==> config.mk <==
export PLATFORM = sky130hd
export DESIGN_NAME = ts_mixer
export DESIGN_NICKNAME = d
export VERILOG_FILES = /design/src/rtl/ts_mixer.sv
export SDC_FILE = /design/constraint.sdc
export NUM_CORES = 1
export LEC_CHECK = 0
export CAP_MARGIN = 0
export CORE_MARGIN = 2
export CORE_UTILIZATION = 29
export DETAILED_ROUTE_END_ITERATION = 10
export SYNTH_ARGS = -nofsm -noshare
export SYNTH_HDL_FRONTEND = slang
export SYNTH_SLANG_ARGS = --single-unit
==> constraint.sdc <==
create_clock -name clk -period 5.4 [get_ports clk]
set_input_delay 1.35 -clock clk [delete_from_list [all_inputs] [get_ports clk]]
set_output_delay 1.35 -clock clk [all_outputs]
set_load 0.03 [all_outputs]
==> src/rtl/ts_mixer.sv <==
// ts_mixer: Turbosound output mixer.
// On a sample strobe the block snapshots both chips' PSG channels, FM samples,
// the FM-enable flag and the panning mode. It then accumulates one term per
// clock into 18-bit left/right accumulators and saturates the result to
// signed 16-bit stereo.
//
// Ports:
//   clk, reset_n         clock and asynchronous active-low reset
//   ce_sample            one-cycle strobe requesting a new mix
//   stereo_mode          00/11 = ABC, 01 = ACB, 10 = mono
//   ssg{0,1}_audio_{a,b,c}  unsigned 8-bit PSG channels
//   ssg{0,1}_audio_fm    signed 16-bit FM samples
//   ssg_fm_ena           FM terms forced to zero when low
//   audio_l, audio_r     saturated signed mix, held between updates
//   audio_valid          one-cycle pulse marking a new audio_l/audio_r
//   busy                 high while a mix is in progress
//   overrun              one-cycle pulse when a strobe is dropped
module ts_mixer #(
    parameter int unsigned FM_SHIFT = 2
) (
    input  logic        clk,
    input  logic        reset_n,
    input  logic        ce_sample,
    input  logic [1:0]  stereo_mode,
    input  logic [7:0]  ssg0_audio_a,
    input  logic [7:0]  ssg0_audio_b,
    input  logic [7:0]  ssg0_audio_c,
    input  logic [7:0]  ssg1_audio_a,
    input  logic [7:0]  ssg1_audio_b,
    input  logic [7:0]  ssg1_audio_c,
    input  logic [15:0] ssg0_audio_fm,
    input  logic [15:0] ssg1_audio_fm,
    input  logic        ssg_fm_ena,
    output logic [15:0] audio_l,
    output logic [15:0] audio_r,
    output logic        audio_valid,
    output logic        busy,
    output logic        overrun
);

    typedef enum logic [1:0] {StIdle, StAcc, StDone} state_e;

    state_e             state;
    logic [2:0]         step;
    logic signed [17:0] acc_l;
    logic signed [17:0] acc_r;

    // Snapshot taken on the accepted strobe.
    logic [7:0]  snap_a0, snap_b0, snap_c0;
    logic [7:0]  snap_a1, snap_b1, snap_c1;
    logic [15:0] snap_fm0, snap_fm1;
    logic        snap_fm_ena;
    logic [1:0]  snap_mode;

    // Current step's term.
    logic [7:0]         psg_v;
    logic [1:0]         chan;      // 0 = A, 1 = B, 2 = C
    logic signed [15:0] fm_raw;
    logic signed [15:0] fm_shr;
    logic signed [17:0] fm_ext;
    logic signed [17:0] psg_full;
    logic signed [17:0] psg_half;
    logic signed [17:0] term_l;
    logic signed [17:0] term_r;

    always_comb begin
        psg_v  = '0;
        chan   = 2'd0;
        fm_raw = '0;
        case (step)
            3'd0: begin psg_v = snap_a0; chan = 2'd0; end
            3'd1: begin psg_v = snap_b0; chan = 2'd1; end
            3'd2: begin psg_v = snap_c0; chan = 2'd2; end
            3'd3: begin psg_v = snap_a1; chan = 2'd0; end
            3'd4: begin psg_v = snap_b1; chan = 2'd1; end
            3'd5: begin psg_v = snap_c1; chan = 2'd2; end
            3'd6: fm_raw = snap_fm0;
            3'd7: fm_raw = snap_fm1;
            default: ;
        endcase
    end

    assign fm_shr   = fm_raw >>> FM_SHIFT;
    assign fm_ext   = {{2{fm_shr[15]}}, fm_shr};
    assign psg_full = {5'b0, psg_v, 5'b0};
    assign psg_half = {6'b0, psg_v, 4'b0};

    always_comb begin
        term_l = '0;
        term_r = '0;
        if (step < 3'd6) begin
            case (snap_mode)
                2'b10: begin
                    term_l = psg_half;
                    term_r = psg_half;
                end
                2'b01: begin
                    // ACB: A left, B right, C centre.
                    case (chan)
                        2'd0:    term_l = psg_full;
                        2'd1:    term_r = psg_full;
                        default: begin
                            term_l = psg_half;
                            term_r = psg_half;
                        end
                    endcase
                end
                default: begin
                    // ABC: A left, C right, B centre.
                    case (chan)
                        2'd0:    term_l = psg_full;
                        2'd2:    term_r = psg_full;
                        default: begin
                            term_l = psg_half;
                            term_r = psg_half;
                        end
                    endcase
                end
            endcase
        end else if (snap_fm_ena) begin
            term_l = fm_ext;
            term_r = fm_ext;
        end
    end

    function automatic logic [15:0] clamp18(input logic signed [17:0] v);
        if (v > 18'sd32767) begin
            return 16'h7fff;
        end else if (v < -18'sd32768) begin
            return 16'h8000;
        end else begin
            return v[15:0];
        end
    endfunction

    assign busy = (state != StIdle);

    always_ff @(posedge clk or negedge reset_n) begin
        if (!reset_n) begin
            state       <= StIdle;
            step        <= '0;
            acc_l       <= '0;
            acc_r       <= '0;
            snap_a0     <= '0;
            snap_b0     <= '0;
            snap_c0     <= '0;
            snap_a1     <= '0;
            snap_b1     <= '0;
            snap_c1     <= '0;
            snap_fm0    <= '0;
            snap_fm1    <= '0;
            snap_fm_ena <= 1'b0;
            snap_mode   <= '0;
            audio_l     <= '0;
            audio_r     <= '0;
            audio_valid <= 1'b0;
            overrun     <= 1'b0;
        end else begin
            audio_valid <= 1'b0;
            overrun     <= 1'b0;
            case (state)
                StIdle: begin
                    if (ce_sample) begin
                        snap_a0     <= ssg0_audio_a;
                        snap_b0     <= ssg0_audio_b;
                        snap_c0     <= ssg0_audio_c;
                        snap_a1     <= ssg1_audio_a;
                        snap_b1     <= ssg1_audio_b;
                        snap_c1     <= ssg1_audio_c;
                        snap_fm0    <= ssg0_audio_fm;
                        snap_fm1    <= ssg1_audio_fm;
                        snap_fm_ena <= ssg_fm_ena;
                        snap_mode   <= stereo_mode;
                        acc_l       <= '0;
                        acc_r       <= '0;
                        step        <= '0;
                        state       <= StAcc;
                    end
                end
                StAcc: begin
                    overrun <= ce_sample;
                    acc_l   <= acc_l + term_l;
                    acc_r   <= acc_r + term_r;
                    step    <= step + 3'd1;
                    if (step == 3'd7) begin
                        state <= StDone;
                    end
                end
                StDone: begin
                    overrun     <= ce_sample;
                    audio_l     <= clamp18(acc_l);
                    audio_r     <= clamp18(acc_r);
                    audio_valid <= 1'b1;
                    state       <= StIdle;
                end
                default: state <= StIdle;
            endcase
        end
    end

endmodule
[Word level (Yosys, flattened, before mapping)]
Cells that the tools add are included.
Operators by class
  bitwise operators: 0
  eq/ne operators: 15
  shifts and indexed selects: 0
  multiplexer cells: 26
  divide/modulo/power cells: 0
  $lt $le $gt $ge: 5
  reductions and logical operators: 11
  $add $sub $neg: 3
  multipliers: 0
Operators by type and width (count)
  13-bit one-hot mux with 2 select lines: 6
  18-bit 2-to-1 mux: 4
  18-bit one-hot mux with 2 select lines: 2
  16-bit 2-to-1 mux: 4
  8-bit one-hot mux with 6 select lines: 1
  18-bit adder: 2
  18-bit by 16-bit greater-than comparator with 1-bit output, second input constant: 2
  18-bit by 16-bit less-than comparator with 1-bit output, second input constant: 2
  16-bit one-hot mux with 2 select lines: 1
  3-bit equality test, second input constant: 4
  2-bit one-hot mux with 2 select lines: 2
  2-bit by 1-bit equality test with 1-bit output, second input constant: 3
  2-bit equality test, second input constant: 3
  3-bit by 2-bit equality test with 1-bit output, second input constant: 2
  3-bit one-hot mux with 2 select lines: 1
  2-bit AND reduction: 3
  2-bit OR reduction: 3
  2-bit logical NOT: 2
  2-bit 2-to-1 mux: 2
  2-bit inequality test, second input constant: 2
  2-bit nonzero test: 2
  3-bit by 1-bit adder with 3-bit output, second input constant: 1
  3-bit by 1-bit equality test with 1-bit output, second input constant: 1
  3-bit logical NOT: 1
  other kinds (3): 4
Word-level totals
  RAM bits: 0
  word-level logic and storage cells: 78
  input port bits: 86
  memory bits (read-only): 0
  memories kept: 0
  bits in registers: 158
  bits in latches: 0

[Logic depth before layout (Yosys ltp)]
Gate-level depths: netlist of the first run.
  depth in word-level cells: 9
  depth in mapped cells: 17
  mapped depth without buffers: 15

[Worst setup path after synthesis of the first run]
Ideal clock, no wire load.
  kind: reg2reg
  start: register step[2]
  end: register acc_r[17]
  stages on the path, launching flop included: 18
  required time: 5267 ps
  setup slack: 1695 ps
  data arrival time: 3572 ps
  period minus slack after synthesis: 3705 ps
  cells stage by stage: dfrtp_1 > buf_6 > buf_4 > inv_1 > ha_1 > clkbuf_1 > a222oi_1 > a21boi_4 > o21ai_0 > a31o_1 > a31o_2 > ha_1 > o211ai_1 > nor2_1 > o2111ai_1 > o31ai_1 > mux2i_1 > o211ai_1
On the way
  word-level cells in the longest chain between the ends: 9
  elaborated cells between the ends (all ways): 24
  those cells by class: add/sub: 1; order compare: 1; eq/ne: 9; mux: 9; reduce/logical: 4
RTL lines
  from (decl): line 44  | logic [2:0] step;
  from (signal assigned): line 184  | step <= step + 3'd1;
  3-bit equality test, or another cell as far along: line 70  | case (step)
  2-bit OR reduction (no source line)
  2-bit one-hot mux with 2 select lines: line 70
  2-bit equality test, or another cell as far along: line 110  | case (chan)
  13-bit one-hot mux with 2 select lines, on equally long branches: line 110, 99
  13-bit one-hot mux with 2 select lines: line 92  | case (snap_mode)
  18-bit 2-to-1 mux *: line 91  | if (step < 3'd6) begin
  18-bit adder *: line 183  | acc_r <= acc_r + term_r;
  18-bit one-hot mux with 2 select lines *: line 161  | case (state)
  to (signal assigned): line 183
  to (decl): line 46  | logic signed [17:0] acc_r;
Mark *: on every way between the ends. The rest lies on a longest branch, timed or not.
A chain may end at the register's enable or synchronous reset.

[Final worst setup path of the first run]
  start: register step[1]
  end: register acc_r[17]
Same word-level chain as after synthesis.

==> summary.txt, run 1 <==
Placed design
  – Post-DP HPWL: roughly 18,000 um
  – Routability cong.: 0.910
  – Setup WS pre-CTS: 1.00 ns
  – Port Buffers: ~120

Layout
  – Syn-to-layout area delta: 22.5%
  – Share of layout cells above drive strength 1: 0.132
  – Fin nets: about 1,200
  – Number of diodes: 0
  – Final Util: 0.359

Synth
  – Avg Cell Area, Syn: about 9 um^2
  – Ys async rst share: 1.00
  – YS warnings: 0
  – Mapped Cells: between 1,000 and 1,500
  – Synthesized flop and latch total: about 150
  – EDFF count, synth: 0
  – Post-synthesis cell area: ~9500 um^2
  – Register area share after synthesis: 0.408
  – Number of distinct library cells after synthesis: 66
  – Ys flop type: dfrtp_1
  – Mapped Nets: around 1,200

Timing
  – Tmin final: 4.41 ns
  – Tightest Pin Transition: between 1 and 1.5 ns
  – Fmax: 227 MHz
  – Final Hold Vio Count: 0
  – Final Cycle Share: 0.816
  – Max-slew violation count: 0
  – Final setup violation count: 0
  – RSZ-0062 raised after global routing: false
  – Final worst slack: a little under 1 ns
  – Slew HR: 0.289
  – Skew final: approximately 0.017 ns
  – Setup TNS: 0 ns

Floorplanning
  – Die width: approximately 180 um
  – Floorplan core area: approximately 32,000 um^2
  – Io pins: 121
  – Initial core utilization: 0.293
  – Total die area: 34,100 um^2
  – Row cnt: 66
  – Die Y: about 180 um

Critical path
  – Crit-path cells: inv_1 -> ha_1 -> a222oi_1 -> nor2_1 -> a221oi_2 -> o22ai_1 -> o21ai_0 -> o22ai_1 -> ha_1 -> o211ai_1 -> nor2_1 -> o2111ai_1 -> o31ai_1 -> mux2i_1 -> o211ai_1
  – Critical Setup Path Class: reg2reg
  – CP max stage cell: a221oi_2
  – Crit path max-delay family: compound AO/OA/AOI/OAI gates
  – CP peak stage delay: ~0.62 ns
  – Startpoint types: flop
  – WP buf/inv: 1
  – Worst Path Arrival: between 4 and 5 ns
  – Worst Path Max Fanout: 19
  – Required @ worst endpoint: 5.71 ns
  – Crit path capture type: flop

Clock tree
  – CTS resizes: 0
  – Htree depth: 4
  – Root Driver: clkbuf_16
  – # hold bufs at CTS: 0
  – Num CTS Buffers: 17
  – Worst skew pair latency: 0.45 ns
  – Worst-path clk slew: 0.07 ns
  – CTS tree: done
  – Sink Count: 154
  – Max clock buf depth: 2
  – Post-CTS Setup Inserts: 0

Route
  – Post-Route WL: between 20,000 and 25,000 um
  – Vias: roughly 7,800
  – Vias per cell: 4.99
  – Antenna viol nets, final: 0
  – Drc violations: 0
  – Router iterations before antenna repair: 5
  – Routed len/inst: between 15 and 20 um
  – Initial drt markers: between 500 and 600

Power and ir drop
  – Leak: about 4.7 nW
  – VDD IR max: ~0.25 mV
  – Power per cell area: about 620 nW/um^2

Status
  – Status: finished clean

Global routing
  – Largest net degree at the start of global routing: 94
  – Gr usage total: 0.149
  – Initial antenna violation count: 0
  – Gr ovfl total: 0
  – First-pass GRT wire length: between 30,000 and 40,000 um
  – Vias in the first global route: ~7,300

Worst hold path
  – Hold WC Path Type: reg2reg

Run
  – Number of max-cap violations: 0
-- cell usage in the layout, fill, tap and decap left out, drive strengths merged, types with 3 or more instances in the layout --
master / n
xnor2: 16
mux2i: 3
nand2b: 9
o211ai: 42
a221oi: 3
nor2: 90
and2: 3
ha: 49
inv: 53
a211oi: 4
o21a: 8
nand4: 7
a21o: 8
xor2: 10
a31o: 3
a22oi: 15
and3: 9
o21bai: 3
a22o: 13
dfrtp: 154
clkdlybuf4s50: 115
a21oi: 48
o32ai: 3
buf: 11
o31ai: 8
mux2: 86
o211a: 4
clkbuf: 17
a222oi: 7
o22ai: 13
clkinv: 9
a31oi: 8
nor3: 5
a21boi: 5
o21ai: 101
nand2: 131
nand3: 16
nor4: 3
-- where the power goes --
| group | internal, W | switching [W] | leakage (nW) |
|---|---|---|---|
| registers | 0.00162 | 0.000372 | 1.93 |
| clock network | 0.000625 | 0.000600 | 0.294 |
| logic | 0.00167 | 0.00234 | 2.48 |
| total | 0.00392 | 0.00331 | 4.70 |
-- final timing paths --
path | to | depth (start not counted) | startpoint | slack, ns
worst max-delay path | acc_r[17]$_DFFE_PN0P_ | 15 | step[1]$_DFFE_PN0P_ | 0.99
worst min-delay path | snap_c1[6]$_DFFE_PN0P_ | 1 | snap_c1[6]$_DFFE_PN0P_ | 0.50
worst max register to register | acc_r[17]$_DFFE_PN0P_ | 15 | step[1]$_DFFE_PN0P_ | 0.99
min in group asynchronous | snap_fm0[13]$_DFFE_PN0P_ | 1 | reset_n | 1.01
max in group asynchronous | audio_r[11]$_DFFE_PN0P_ | 2 | reset_n | 3.40
worst min register to register | snap_c1[6]$_DFFE_PN0P_ | 1 | snap_c1[6]$_DFFE_PN0P_ | 0.50
-- sequential cells by signal, summed over array words and instances (netlist names) --
signal and cells:
snap_c1 8, snap_b0 8, snap_fm1 14, acc_r 18
audio_l 16, state 2, snap_c0 8, audio_r 16
snap_fm0 14, snap_fm_ena 1, snap_a1 8, snap_b1 8
acc_l 18, overrun 1, audio_valid 1, snap_mode 2
snap_a0 8, step 3
-- per-stage QoR --
step / hold slack [ns] / cells / total power (W) / instance area [um^2]
5_1_grt: 0.514 / 1559 / 0.00782 / 11600
3_3_place_gp: 0.483 / 1527 / 0.00596 / 11000
2_1_floorplan: 0.474 / 1019 / 0.00491 / 9450
3_5_place_dp: 0.489 / 1527 / 0.00600 / 11000
6_report: 0.504 / 1559 / 0.00722 / 11600
4_1_cts: 0.506 / 1559 / 0.00726 / 11600
-- cells in the mapped netlist (8+ instances only) --
cell type	number	area, um^2
a31oi_1	8	50.1
xnor2_1	16	140
o31ai_1	8	60.1
inv_1	47	176
nand2_1	131	492
dfrtp_1	154	3850
nand3_1	16	80.1
o21a_1	8	60.1
ha_1	49	613
o22ai_1	12	75.1
o211ai_1	42	315
buf_1	10	37.5
nor2_1	90	338
clkbuf_1	35	131
mux2_2	86	968
a22oi_1	15	113
o21ai_0	98	490
xor2_1	10	87.6
a22o_1	13	114
nand2b_1	9	56.3
a21oi_1	47	235
-- per-layer routing --
metal / global-route usage / vias up / wire length [um]
met2: 0.220 / 227 / 10600
met5: 0 / - / 0
li1: - / 3852 / -
met4: 0.0515 / 0 / 554
met3: 0.0290 / 41 / 1220
met1: 0.216 / 3656 / 12400
-- layout make-up --
| type | instances | area [um^2] |
|---|---|---|
| timing repair buffer | 126 | 1240 |
| fill | 3295 | 20700 |
| tap | 442 | 553 |
| clock inverter | 15 | 179 |
| multi-input combinational | 758 | 5150 |
| clock buffer | 17 | 425 |
| inverter | 47 | 176 |
| sequential | 154 | 3850 |
-- logic make-up (layout without fill, tap and decap cells) --
family,after synthesis,count (layout),share of synthesized area
simple gates,279,279,0.124
flops,154,154,0.408
mux,89,89,0.106
buf+inv,107,205,0.0488
compound gates,313,313,0.221
xor+xnor,26,26,0.0241
fa+ha+maj,51,51,0.0691
Note: power is estimated with default switching activity, not from simulation.
==> run 2: changes to the inputs <==
==> constraint.sdc (replaced) <==
create_clock -name clk -period 4.6 [get_ports clk]
set_input_delay 1.15 -clock clk [delete_from_list [all_inputs] [get_ports clk]]
set_output_delay 1.15 -clock clk [all_outputs]
set_load 0.03 [all_outputs]
==> run 2 against run 1 <==
Via count grew 0.95%. Count of clock-buffer cells in the layout is the same. First-iteration DRC count is 6.6% lower. Power is 21% higher. Maximum frequency is 3.5% higher. Setup slack lost 0.65 ns. Final area rose by 1.2%. Sequential power increased by 18%. Cell count rose by 0.96%. Critical path depth is 1 higher. Wire length rose by 0.81%. Hold slack better by 0.0017 ns.
==> summary.txt, run 2 (synthesized netlist as in run 1, its figures left out) <==
Clock tree
  – Post-CTS Setup Inserts: 0
  – Worst skew pair latency: about 0.44 ns
  – Num CTS Buffers: 17
  – Htree depth: 4
  – Worst-path clk slew: approximately 0.07 ns
  – # hold bufs at CTS: 0
  – Root Driver: clkbuf_16
  – CTS resizes: 0
  – Max clock buf depth: 2
  – CTS tree: done
  – Sink Count: approximately 150

Route
  – Post-Route WL: 25,100 um
  – Antenna viol nets, final: 0
  – Vias: approximately 8,000
  – Drc violations: 0
  – Initial drt markers: between 400 and 500
  – Met2 wire len: 10,900 um
  – Routed len/inst: about 16 um
  – Met1 Routed Length: approximately 13,000 um
  – Top Metal Used: met4
  – Vias per cell: 4.99
  – Met3 WL post-DR: roughly 1100 um
  – Router iterations before antenna repair: 4

Timing
  – Final worst slack: 0.340 ns
  – Slew HR: 0.358
  – Tightest Pin Transition: between 0.9 and 1 ns
  – Tmin final: roughly 4.3 ns
  – Final setup violation count: 0
  – Fmax: 235 MHz
  – Skew final: around 0.016 ns
  – Setup TNS: 0 ns
  – Worst hold slack: 0.506 ns
  – Final Cycle Share: 0.926
  – RSZ-0062 raised after global routing: false
  – Final Hold Vio Count: 0
  – Max-slew violation count: 0

Critical path
  – Worst Path Arrival: about 4.6 ns
  – Startpoint types: flop
  – CP peak stage delay: 0.43 ns
  – Worst Path Max Fanout: 12
  – CP endpoint: acc_r[17]$_DFFE_PN0P_
  – Flop-to-flop setup slack: around 0.34 ns
  – Crit-path cells: inv_1 -> ha_1 -> buf_4 -> a22oi_1 -> a22oi_1 -> a21oi_2 -> nand2_1 -> a31o_1 -> a31o_2 -> ha_1 -> o211ai_1 -> nor2_1 -> o2111ai_1 -> o31ai_1 -> mux2i_1 -> o211ai_1
  – Worst reg-to-reg path cell count: 16
  – Crit path capture type: flop
  – R2R Path Start: step[1]$_DFFE_PN0P_
  – Critical Setup Path Class: reg2reg
  – Critical path launch point: step[1]$_DFFE_PN0P_
  – CP max stage cell: dfrtp_1
  – Required @ worst endpoint: ~4.9 ns
  – End of the worst register-to-register path: acc_r[17]$_DFFE_PN0P_

Global routing
  – Gr usage total: 0.150
  – Initial antenna violation count: 1
  – Gr ovfl total: 0
  – Largest net degree at the start of global routing: 86
  – Vias in the first global route: around 7,500
  – First-pass GRT wire length: 40,500 um

Layout
  – Most frequent cells in the layout: 154 x dfrtp_1, 130 x nand2_1, 115 x clkdlybuf4s50_1, 98 x o21ai_0, 90 x nor2_1
  – Fin nets: 1,256
  – Top Registers: acc_l (18), acc_r (18)
  – Number of diodes: 0
  – Commonest non-fill, non-tap cell in the layout: dfrtp_1
  – Syn-to-layout area delta: 23.9%
  – Share of layout cells above drive strength 1: 0.145

Power and ir drop
  – Clock share of power: 0.169
  – Power per cell area: between 700 and 800 nW/um^2
  – VDD IR max: about 0.33 mV
  – Comb pwr share: 0.562
  – Switching power: 0.00389 W
  – Switching share of power: 0.446
  – Pint: ~0.0048 W
  – Reg power frac: 0.269
  – Leak: 4.78 nW

Placed design
  – Routability cong.: around 0.9
  – Post-DP HPWL: approximately 18,000 um
  – Setup WS pre-CTS: about 0.32 ns
  – Port Buffers: ~120

Floorplanning
  – Floorplan core area: about 32,000 um^2
  – Total die area: between 30,000 and 40,000 um^2
  – Io pins: approximately 120
  – Die Y: roughly 180 um
  – Row cnt: 66
  – Die width: 185 um
  – Initial core utilization: 0.293

Worst hold path
  – Hold WC Path Type: reg2reg

Run
  – Number of max-cap violations: 0

Status
  – Status: finished clean
run 2: power by group through the flow:
| stage | clock network (W) | registers, W | logic (W) |
|---|---|---|---|
| finish | 0.00147 | 0.00235 | 0.00490 |
| global route | 0.00157 | 0.00244 | 0.00543 |
| CTS | 0.00151 | 0.00235 | 0.00489 |
| detailed placement | 0 | 0.00238 | 0.00487 |
| global placement | 0 | 0.00235 | 0.00482 |
| floorplan | 0 | 0.00235 | 0.00341 |
run 2: cell type report:
type                    instances  area, um^2
repair buffers                141        1380
well taps                     442         553
flip-flops and latches        154        3850
multi-input cells             758        5150
inverters                      47         176
clock inverters                15         178
clock buffers                  17         425
fillers                      3213       20600
run 2: routing by layer:
layer / vias up / track usage
li1: 3879 / -
met1: 3758 / 0.222
met2: 188 / 0.225
met3: 25 / 0.0275
met4: 0 / 0.0365
met5: - / 0
run 2: critical path: cells and delay by family (launching register included):
| family | cells | cell delay (ns) |
|---|---|---|
| AO/OA/AOI/OAI | 9 | 2.05 |
| buffers and inverters | 2 | 0.36 |
| flip-flops | 1 | 0.43 |
| multiplexers | 1 | 0.22 |
| adder cells (fa/ha/maj) | 2 | 0.78 |
| AND/OR/NAND/NOR | 2 | 0.28 |
run 2: stage by stage:
stage / std cells / cell area [um^2] / power [W] / util
CTS: 1574 / 11700 / 0.00875 / 0.363
detailed placement: 1542 / 11100 / 0.00724 / 0.344
finish: 1574 / 11700 / 0.00872 / 0.363
global placement: 1542 / 11100 / 0.00717 / 0.344
floorplan: 1019 / 9450 / 0.00576 / -
global route: 1574 / 11700 / 0.00944 / 0.363
run 2: worst min path at each step:
stage	to	cells after the start	slack (ns)	from
after floorplan	snap_c1[5]$_DFFE_PN0P_	1	0.47	snap_c1[5]$_DFFE_PN0P_
after global placement	snap_b1[1]$_DFFE_PN0P_	1	0.48	snap_b1[1]$_DFFE_PN0P_
after detailed placement	snap_b1[1]$_DFFE_PN0P_	1	0.49	snap_b1[1]$_DFFE_PN0P_
after CTS	snap_b1[1]$_DFFE_PN0P_	1	0.51	snap_b1[1]$_DFFE_PN0P_
after global routing	snap_c0[0]$_DFFE_PN0P_	1	0.52	snap_c0[0]$_DFFE_PN0P_
final	snap_a0[6]$_DFFE_PN0P_	1	0.51	snap_a0[6]$_DFFE_PN0P_
